--- src/rtl/calc_mem_arbiter_if.sv ---
// calc_mem_arbiter_if: requester-side bundle of the two-port calculator SRAM arbiter
interface calc_mem_arbiter_if #(
  parameter int ADDR_W = 10,
  parameter int WORD_W = 64
);
  logic [1:0]          req, we, lock, gnt, rvalid;
  logic [2*ADDR_W-1:0] addr;
  logic [2*WORD_W-1:0] wdata;
  logic [WORD_W-1:0]   rdata;
  modport master (output req, we, lock, addr, wdata, input gnt, rvalid, rdata);
  modport slave  (input req, we, lock, addr, wdata, output gnt, rvalid, rdata);
endinterface

--- src/rtl/calc_mem_arbiter.sv ---
// calc_mem_arbiter: round-robin, lockable arbiter sharing the calculator SRAM between controller and host
module calc_mem_arbiter #(
  parameter int ADDR_W   = 10,
  parameter int WORD_W   = 64,
  parameter int RD_LAT   = 1,
  parameter int LOCK_MAX = 16
) (
  input  logic              clk_i,
  input  logic              rst_ni,
  calc_mem_arbiter_if.slave bus,
  output logic              mem_en_o,
  output logic              mem_we_o,
  output logic [ADDR_W-1:0] mem_addr_o,
  output logic [WORD_W-1:0] mem_wdata_o,
  input  logic [WORD_W-1:0] mem_rdata_i,
  output logic              owner_o
);
  localparam int CW = $clog2(LOCK_MAX + 1);
  typedef enum logic [2:0] {IDLE, GRANT0, GRANT1, LOCKED0, LOCKED1} state_t;
  state_t            state, state_nx;
  logic              ptr, ptr_nx;
  logic [CW-1:0]     cnt, cnt_nx;
  logic [1:0]        brk, brk_nx;
  logic [1:0]        req, gnt;
  logic              hold, win, lk, trip;
  logic [RD_LAT-1:0] tv, tid;
  // state, round-robin pointer, starvation counter, broken-lock flags and read-tag pipeline
  always_ff @(posedge clk_i or negedge rst_ni) begin
    if (!rst_ni) begin
      state <= IDLE;
      ptr   <= 1'b1;
      cnt   <= '0;
      brk   <= '0;
      tv    <= '0;
      tid   <= '0;
    end else begin
      state <= state_nx;
      ptr   <= ptr_nx;
      cnt   <= cnt_nx;
      brk   <= brk_nx;
      tv    <= RD_LAT'({tv, mem_en_o & ~mem_we_o});
      tid   <= RD_LAT'({tid, win});
    end
  end
  // next state: lock entry/hold, starvation counting and lock breaking
  always_comb begin
    lk       = mem_en_o & bus.lock[win] & ~brk[win];
    trip     = lk && req[~win] && cnt == CW'(LOCK_MAX - 1);
    cnt_nx   = (lk && req[~win] && !trip) ? cnt + 1'b1 : '0;
    state_nx = !mem_en_o ? IDLE : (lk && !trip) ? (win ? LOCKED1 : LOCKED0) : (win ? GRANT1 : GRANT0);
    ptr_nx   = mem_en_o ? win : ptr;
    brk_nx   = (brk & req & bus.lock) | (trip ? (win ? 2'b10 : 2'b01) : 2'b00);
  end
  // outputs: combinational grant, SRAM mux and read-return routing
  always_comb begin
    req         = bus.req & {2{rst_ni}};
    hold        = (state == LOCKED0 && req[0] && bus.lock[0]) || (state == LOCKED1 && req[1] && bus.lock[1]);
    win         = hold ? (state == LOCKED1) : (&req ? ~ptr : req[1] & ~req[0]);
    gnt         = |req ? (win ? 2'b10 : 2'b01) : 2'b00;
    bus.gnt     = gnt;
    owner_o     = gnt[1];
    mem_en_o    = |gnt;
    mem_we_o    = mem_en_o & bus.we[win];
    mem_addr_o  = !mem_en_o ? '0 : win ? bus.addr[ADDR_W +: ADDR_W] : bus.addr[0 +: ADDR_W];
    mem_wdata_o = !mem_en_o ? '0 : win ? bus.wdata[WORD_W +: WORD_W] : bus.wdata[0 +: WORD_W];
    bus.rvalid  = tv[RD_LAT-1] ? (tid[RD_LAT-1] ? 2'b10 : 2'b01) : 2'b00;
    bus.rdata   = tv[RD_LAT-1] ? mem_rdata_i : '0;
  end
endmodule
--- src/flat_wrapper.sv ---
// flat-port wrapper written by rule: the top's interface ports become plain ports
module calc_mem_arbiter_flat 
#(
  parameter int ADDR_W   = 10,
  parameter int WORD_W   = 64,
  parameter int RD_LAT   = 1,
  parameter int LOCK_MAX = 16
)
  (clk_i, rst_ni, mem_en_o, mem_we_o, mem_addr_o, mem_wdata_o, mem_rdata_i, owner_o, bus_req, bus_we, bus_lock, bus_addr, bus_wdata, bus_gnt, bus_rvalid, bus_rdata);
  calc_mem_arbiter_if #(.ADDR_W(ADDR_W), .WORD_W(WORD_W)) bus_i ();
  input  logic clk_i;
  input  logic rst_ni;
  output logic mem_en_o;
  output logic mem_we_o;
  output logic [ADDR_W-1:0] mem_addr_o;
  output logic [WORD_W-1:0] mem_wdata_o;
  input  logic [WORD_W-1:0] mem_rdata_i;
  output logic owner_o;
  input wire logic [$bits(bus_i.req)-1:0] bus_req;
  input wire logic [$bits(bus_i.we)-1:0] bus_we;
  input wire logic [$bits(bus_i.lock)-1:0] bus_lock;
  input wire logic [$bits(bus_i.addr)-1:0] bus_addr;
  input wire logic [$bits(bus_i.wdata)-1:0] bus_wdata;
  output wire logic [$bits(bus_i.gnt)-1:0] bus_gnt;
  output wire logic [$bits(bus_i.rvalid)-1:0] bus_rvalid;
  output wire logic [$bits(bus_i.rdata)-1:0] bus_rdata;
  assign bus_i.req = bus_req;
  assign bus_i.we = bus_we;
  assign bus_i.lock = bus_lock;
  assign bus_i.addr = bus_addr;
  assign bus_i.wdata = bus_wdata;
  assign bus_gnt = bus_i.gnt;
  assign bus_rvalid = bus_i.rvalid;
  assign bus_rdata = bus_i.rdata;
  calc_mem_arbiter #(.ADDR_W(ADDR_W), .WORD_W(WORD_W), .RD_LAT(RD_LAT), .LOCK_MAX(LOCK_MAX)) u_core (.clk_i(clk_i), .rst_ni(rst_ni), .bus(bus_i), .mem_en_o(mem_en_o), .mem_we_o(mem_we_o), .mem_addr_o(mem_addr_o), .mem_wdata_o(mem_wdata_o), .mem_rdata_i(mem_rdata_i), .owner_o(owner_o));
endmodule
--- config.mk ---
export PLATFORM = sky130hd
export DESIGN_NAME = calc_mem_arbiter_flat
export DESIGN_NICKNAME = d
export VERILOG_FILES = /design/src/rtl/calc_mem_arbiter_if.sv /design/src/rtl/calc_mem_arbiter.sv /design/src/flat_wrapper.sv
export SDC_FILE = /design/constraint.sdc
export NUM_CORES = 1
export LEC_CHECK = 0
export ABC_CLOCK_PERIOD_IN_PS = 3800
export BUFFER_PORTS_ARGS = -buffer_cell sky130_fd_sc_hd__buf_2
export CORE_AREA = 4 4 141 143
export CTS_CLUSTER_DIAMETER = 100
export DETAILED_ROUTE_END_ITERATION = 8
export DIE_AREA = 0 0 145 147
export GPL_ROUTABILITY_DRIVEN = 1
export MAX_ROUTING_LAYER = met4
export PLACE_DENSITY = 0.5
export SETUP_SLACK_MARGIN = 0.4
export SKIP_CTS_REPAIR_TIMING = 1
export SLEW_MARGIN = 0
export SYNTH_ARGS = -nofsm -noshare
export SYNTH_HDL_FRONTEND = slang
export SYNTH_SLANG_ARGS = --single-unit
export TNS_END_PERCENT = 100
--- constraint.sdc ---
create_clock -name clk_i -period 3.8 [get_ports clk_i]
set_input_delay 0.76 -clock clk_i [delete_from_list [all_inputs] [get_ports clk_i]]
set_output_delay 0.76 -clock clk_i [all_outputs]
set_load 0.1 [all_outputs]
==> flow_metrics.py <==
metrics = {
    "placement": {
        "postPlaceCellArea_mm2": 0.00462,
        "globalplace.congestion": 0.888,
        "portBuffers": 364,
        "post-place-cells": 807,
        "dp_hpwl_um": 11900,
        "place_worst_setup_slack_ps": 524,
    },
    "worst_setup_path": {
        "timing.critical_path.buf_inv": 3,
        "rr_endpoint": "u_core.state[1]$_DFF_PN0_",
        "critPathMaxStageDelay_ps": 420,
        "cp_data_required_time_ps": 3040,
        "timing.reg2reg.setup_slack_ps": 1820,
        "crit_path_max_fanout": 67,
        "timing.critical_path.max_delay_family": "buffers and inverters",
        "critical_path.reg2reg.startpoint": "u_core.state[1]$_DFF_PN0_",
        "slowest_stage_cell_on_the_critical_path": "sky130_fd_sc_hd__buf_2",
        "cp_startpoint_kind": "input port",
        "worstPathArrival_ps": 2510,
        "setup.worst_path.class": "in -> out",
        "crit_top_cell": "sky130_fd_sc_hd__buf_2",
        "worstPathCellList": "buf_2 -> and3b_1 -> o211ai_2 -> a21oi_4 -> buf_12 -> a22o_1 -> buf_2",
        "rr_worst_depth": 6,
        "setup.worst_path.start": "bus_lock[1]",
        "setup.worst_path.end_class": "output pin",
    },
    "sta": {
        "setup_violations": 0,
        "min_period_ps": 3270,
        "final.period_utilization": 0.862,
        "final_critical_path_setup_slack_ps": 526,
        "grt_setup_unrepaired": "no",
        "timing_hold_violations_final": 0,
        "timing_max_transition_violations_final": 0,
        "tns_ps": 0,
        "max_freq_ghz": 0.305,
        "tightestPinTransition_ps": 508,
        "fin_worst_skew_ps": 1.24,
        "slew_headroom": 0.664,
        "holdWs_ps": 461,
    },
    "detailed_routing": {
        "finalWirelength_um": 13700,
        "avgViaCountPerCell": 3.83,
        "dr_total_vias": 3108,
        "wl_per_cell_um": 16.9,
        "drt.antenna.violating_nets": 0,
        "detailedRoute.firstIterationViolations": 189,
        "remaining_drc_errors": 0,
        "number_of_iterations_in_the_first_detailed_routing_pass": 4,
    },
    "die": {
        "num_io_pins": 365,
        "die_height_um": 147,
        "floorplan.core_area_mm2": 0.0186,
        "floorplan.rows": 50,
        "die_width_um": 145,
        "area_of_the_die_mm2": 0.0213,
        "initial_utilization": 0.102,
    },
    "yosys": {
        "synth_largest_area_cell": "sky130_fd_sc_hd__a22o_1",
        "synth_cells": 230,
        "area_fraction_of_the_dominant_cell_type_after_synthesis": 0.342,
        "seq_total_area_yosys": 0.172,
        "synth_warnings": 0,
        "synth-seq-cells": 13,
        "syn-num-nets": 453,
        "synth_area_per_cell_um2": 8.24,
        "netlist_area_mm2": 0.00189,
        "synth.top_cells.by_area": "sky130_fd_sc_hd__a22o_1 34%, sky130_fd_sc_hd__and2_1 22%, sky130_fd_sc_hd__dfrtp_1 16%, sky130_fd_sc_hd__buf_6 4.8%, sky130_fd_sc_hd__buf_2 2.1%",
        "synth.lib_cells_used.distinct": 30,
    },
    "clock_network": {
        "clock_insertion_delay_worst_skew_ps": 240,
        "clk_pin_slew_worst_paths_ps": 40,
        "tritoncts": "built",
        "htree_levels": 1,
        "max-clock-path-buffers": 2,
        "tritoncts_sink_count": 13,
        "cts_root_buffer": "sky130_fd_sc_hd__clkbuf_16",
        "cts_made_buffers": 3,
    },
    "grt": {
        "grt_antenna_before_repair": 0,
        "global_route.peak_usage_layer": "met2",
        "grt_pass1_vias": 3031,
        "grt_max_degree": 78,
        "met1_usage": 0.150,
        "grt.met3_usage": 0.0438,
        "globalRouteOverflowTotal": 0,
        "met2_usage": 0.191,
        "global_route_wire_length_before_repair_um": 19200,
        "grt.total_usage": 0.119,
    },
    "status": {
        "outcome": "complete, no violations",
    },
    "min_path": {
        "timing.hold.worst_endpoint": "u_core.cnt[0]$_DFF_PN0_",
        "min-delay-start": "u_core.cnt[0]$_DFF_PN0_",
        "worst_hold_path_type": "reg -> reg",
        "holdPathStages": 1,
    },
    "pwr": {
        "worst_voltage_drop_across_the_vdd_grid_v": 0.000205,
        "cell_internal_pwr_mw": 0.648,
        "clock_power_share": 0.119,
        "power_density_mw_per_mm2": 353,
        "power_switching_mw": 1.01,
        "comb_power_share": 0.790,
        "switching_share": 0.609,
        "sequentialPowerShare": 0.091,
        "total_leakage_power_nw": 2.61,
    },
    "final_layout": {
        "post_route_cells_drive_above_1_share": 0.659,
        "finalNetCount": 801,
        "antenna_cells_inserted": 0,
        "area.growth.synth_to_final_pct": 148,
        "layout.cells.non_filler": 811,
        "design_area_mm2": 0.00470,
    },
    "job": {
        "cap_violations": 0,
    },
}
==> how the worst max path moves through the flow <==
stage,slack (ps),cells after the start,endpoint
after floorplan,230,3,mem_we_o
final,530,7,mem_addr_o[5]
after CTS,520,7,mem_wdata_o[14]
after detailed placement,520,7,mem_addr_o[5]
after global routing,410,7,mem_wdata_o[14]
after global placement,560,7,mem_wdata_o[19]
==> registers in the layout (all words and copies together), names as in the netlist <==
signal / count
u_core.brk: 2
u_core.tv: 1
u_core.tid: 1
u_core.ptr: 1
u_core.cnt: 5
u_core.state: 3
==> power by group through the flow <==
stage	clock network [mW]	registers [mW]	logic [mW]
2_1_floorplan	0	0.151	0.913
3_3_place_gp	0	0.153	1.32
5_1_grt	0.210	0.152	1.35
6_report	0.197	0.151	1.31
4_1_cts	0.201	0.151	1.32
3_5_place_dp	0	0.153	1.31
==> metrics by stage <==
step	utilization	power, mW
after floorplan	-	1.06
after global placement	0.249	1.47
after detailed placement	0.249	1.47
after CTS	0.253	1.67
after global routing	0.253	1.71
final	0.253	1.66
==> area by class of cell <==
cell class                      count  area [µm²]
Fill cell                        2019       13900
Timing Repair Buffer              370        2610
Multi-Input combinational cell    186        1380
Sequential cell                    13         327
Tap cell                          234         293
Clock buffer                        4        78.8
Inverter                            4        15.0
==> synthesized netlist by cell type (all sizes together) <==
library cell and n:
a22o 74, and2 68, buf 19, dfrtp 12
nor2 10, clkbuf 8, a21oi 6, inv 4
nor2b 4, ha 3, nand2 3, and3 2
nand3 2, nand4b 2, a211oi 1, and3b 1
dfstp 1, mux2i 1, nand2b 1, nand3b 1
nor4 1, o2111ai 1, o211ai 1, o21a 1
o21ai 1, xnor2 1, xor2 1
==> logic make-up (layout without fill, tap and decap cells) <==
| logic type | count (synthesis) | in the layout | share of synthesized area |
|---|---|---|---|
| adder cells (fa/ha/maj) | 3 | 3 | 0.0198 |
| multiplexers | 1 | 1 | 0.00528 |
| AO/OA/AOI/OAI | 85 | 85 | 0.389 |
| XOR/XNOR | 2 | 2 | 0.00925 |
| buffers and inverters | 31 | 378 | 0.104 |
| AND/OR/NAND/NOR | 95 | 95 | 0.300 |
| flip-flops | 13 | 13 | 0.172 |
==> routing by layer <==
metal	wire [µm]	up-vias
li1	-	1534
met1	5750	1417
met2	6540	153
met3	1360	4
met4	36	0
met5	0	-
==> cells in the final DEF, fill, tap and decap left out, drive strengths merged <==
cell,instances
xor2,1
xnor2,1
o21ai,1
inv,4
nand3,2
nand4b,2
a21oi,6
nor2b,4
nand3b,1
dfstp,1
clkbuf,4
mux2i,1
nand2b,1
ha,3
a22o,74
o21a,1
a211oi,1
and3,2
o211ai,1
nor2,10
dfrtp,12
o2111ai,1
and2,68
and3b,1
buf,370
nor4,1
nand2,3
(Power assumes the default switching activity.)
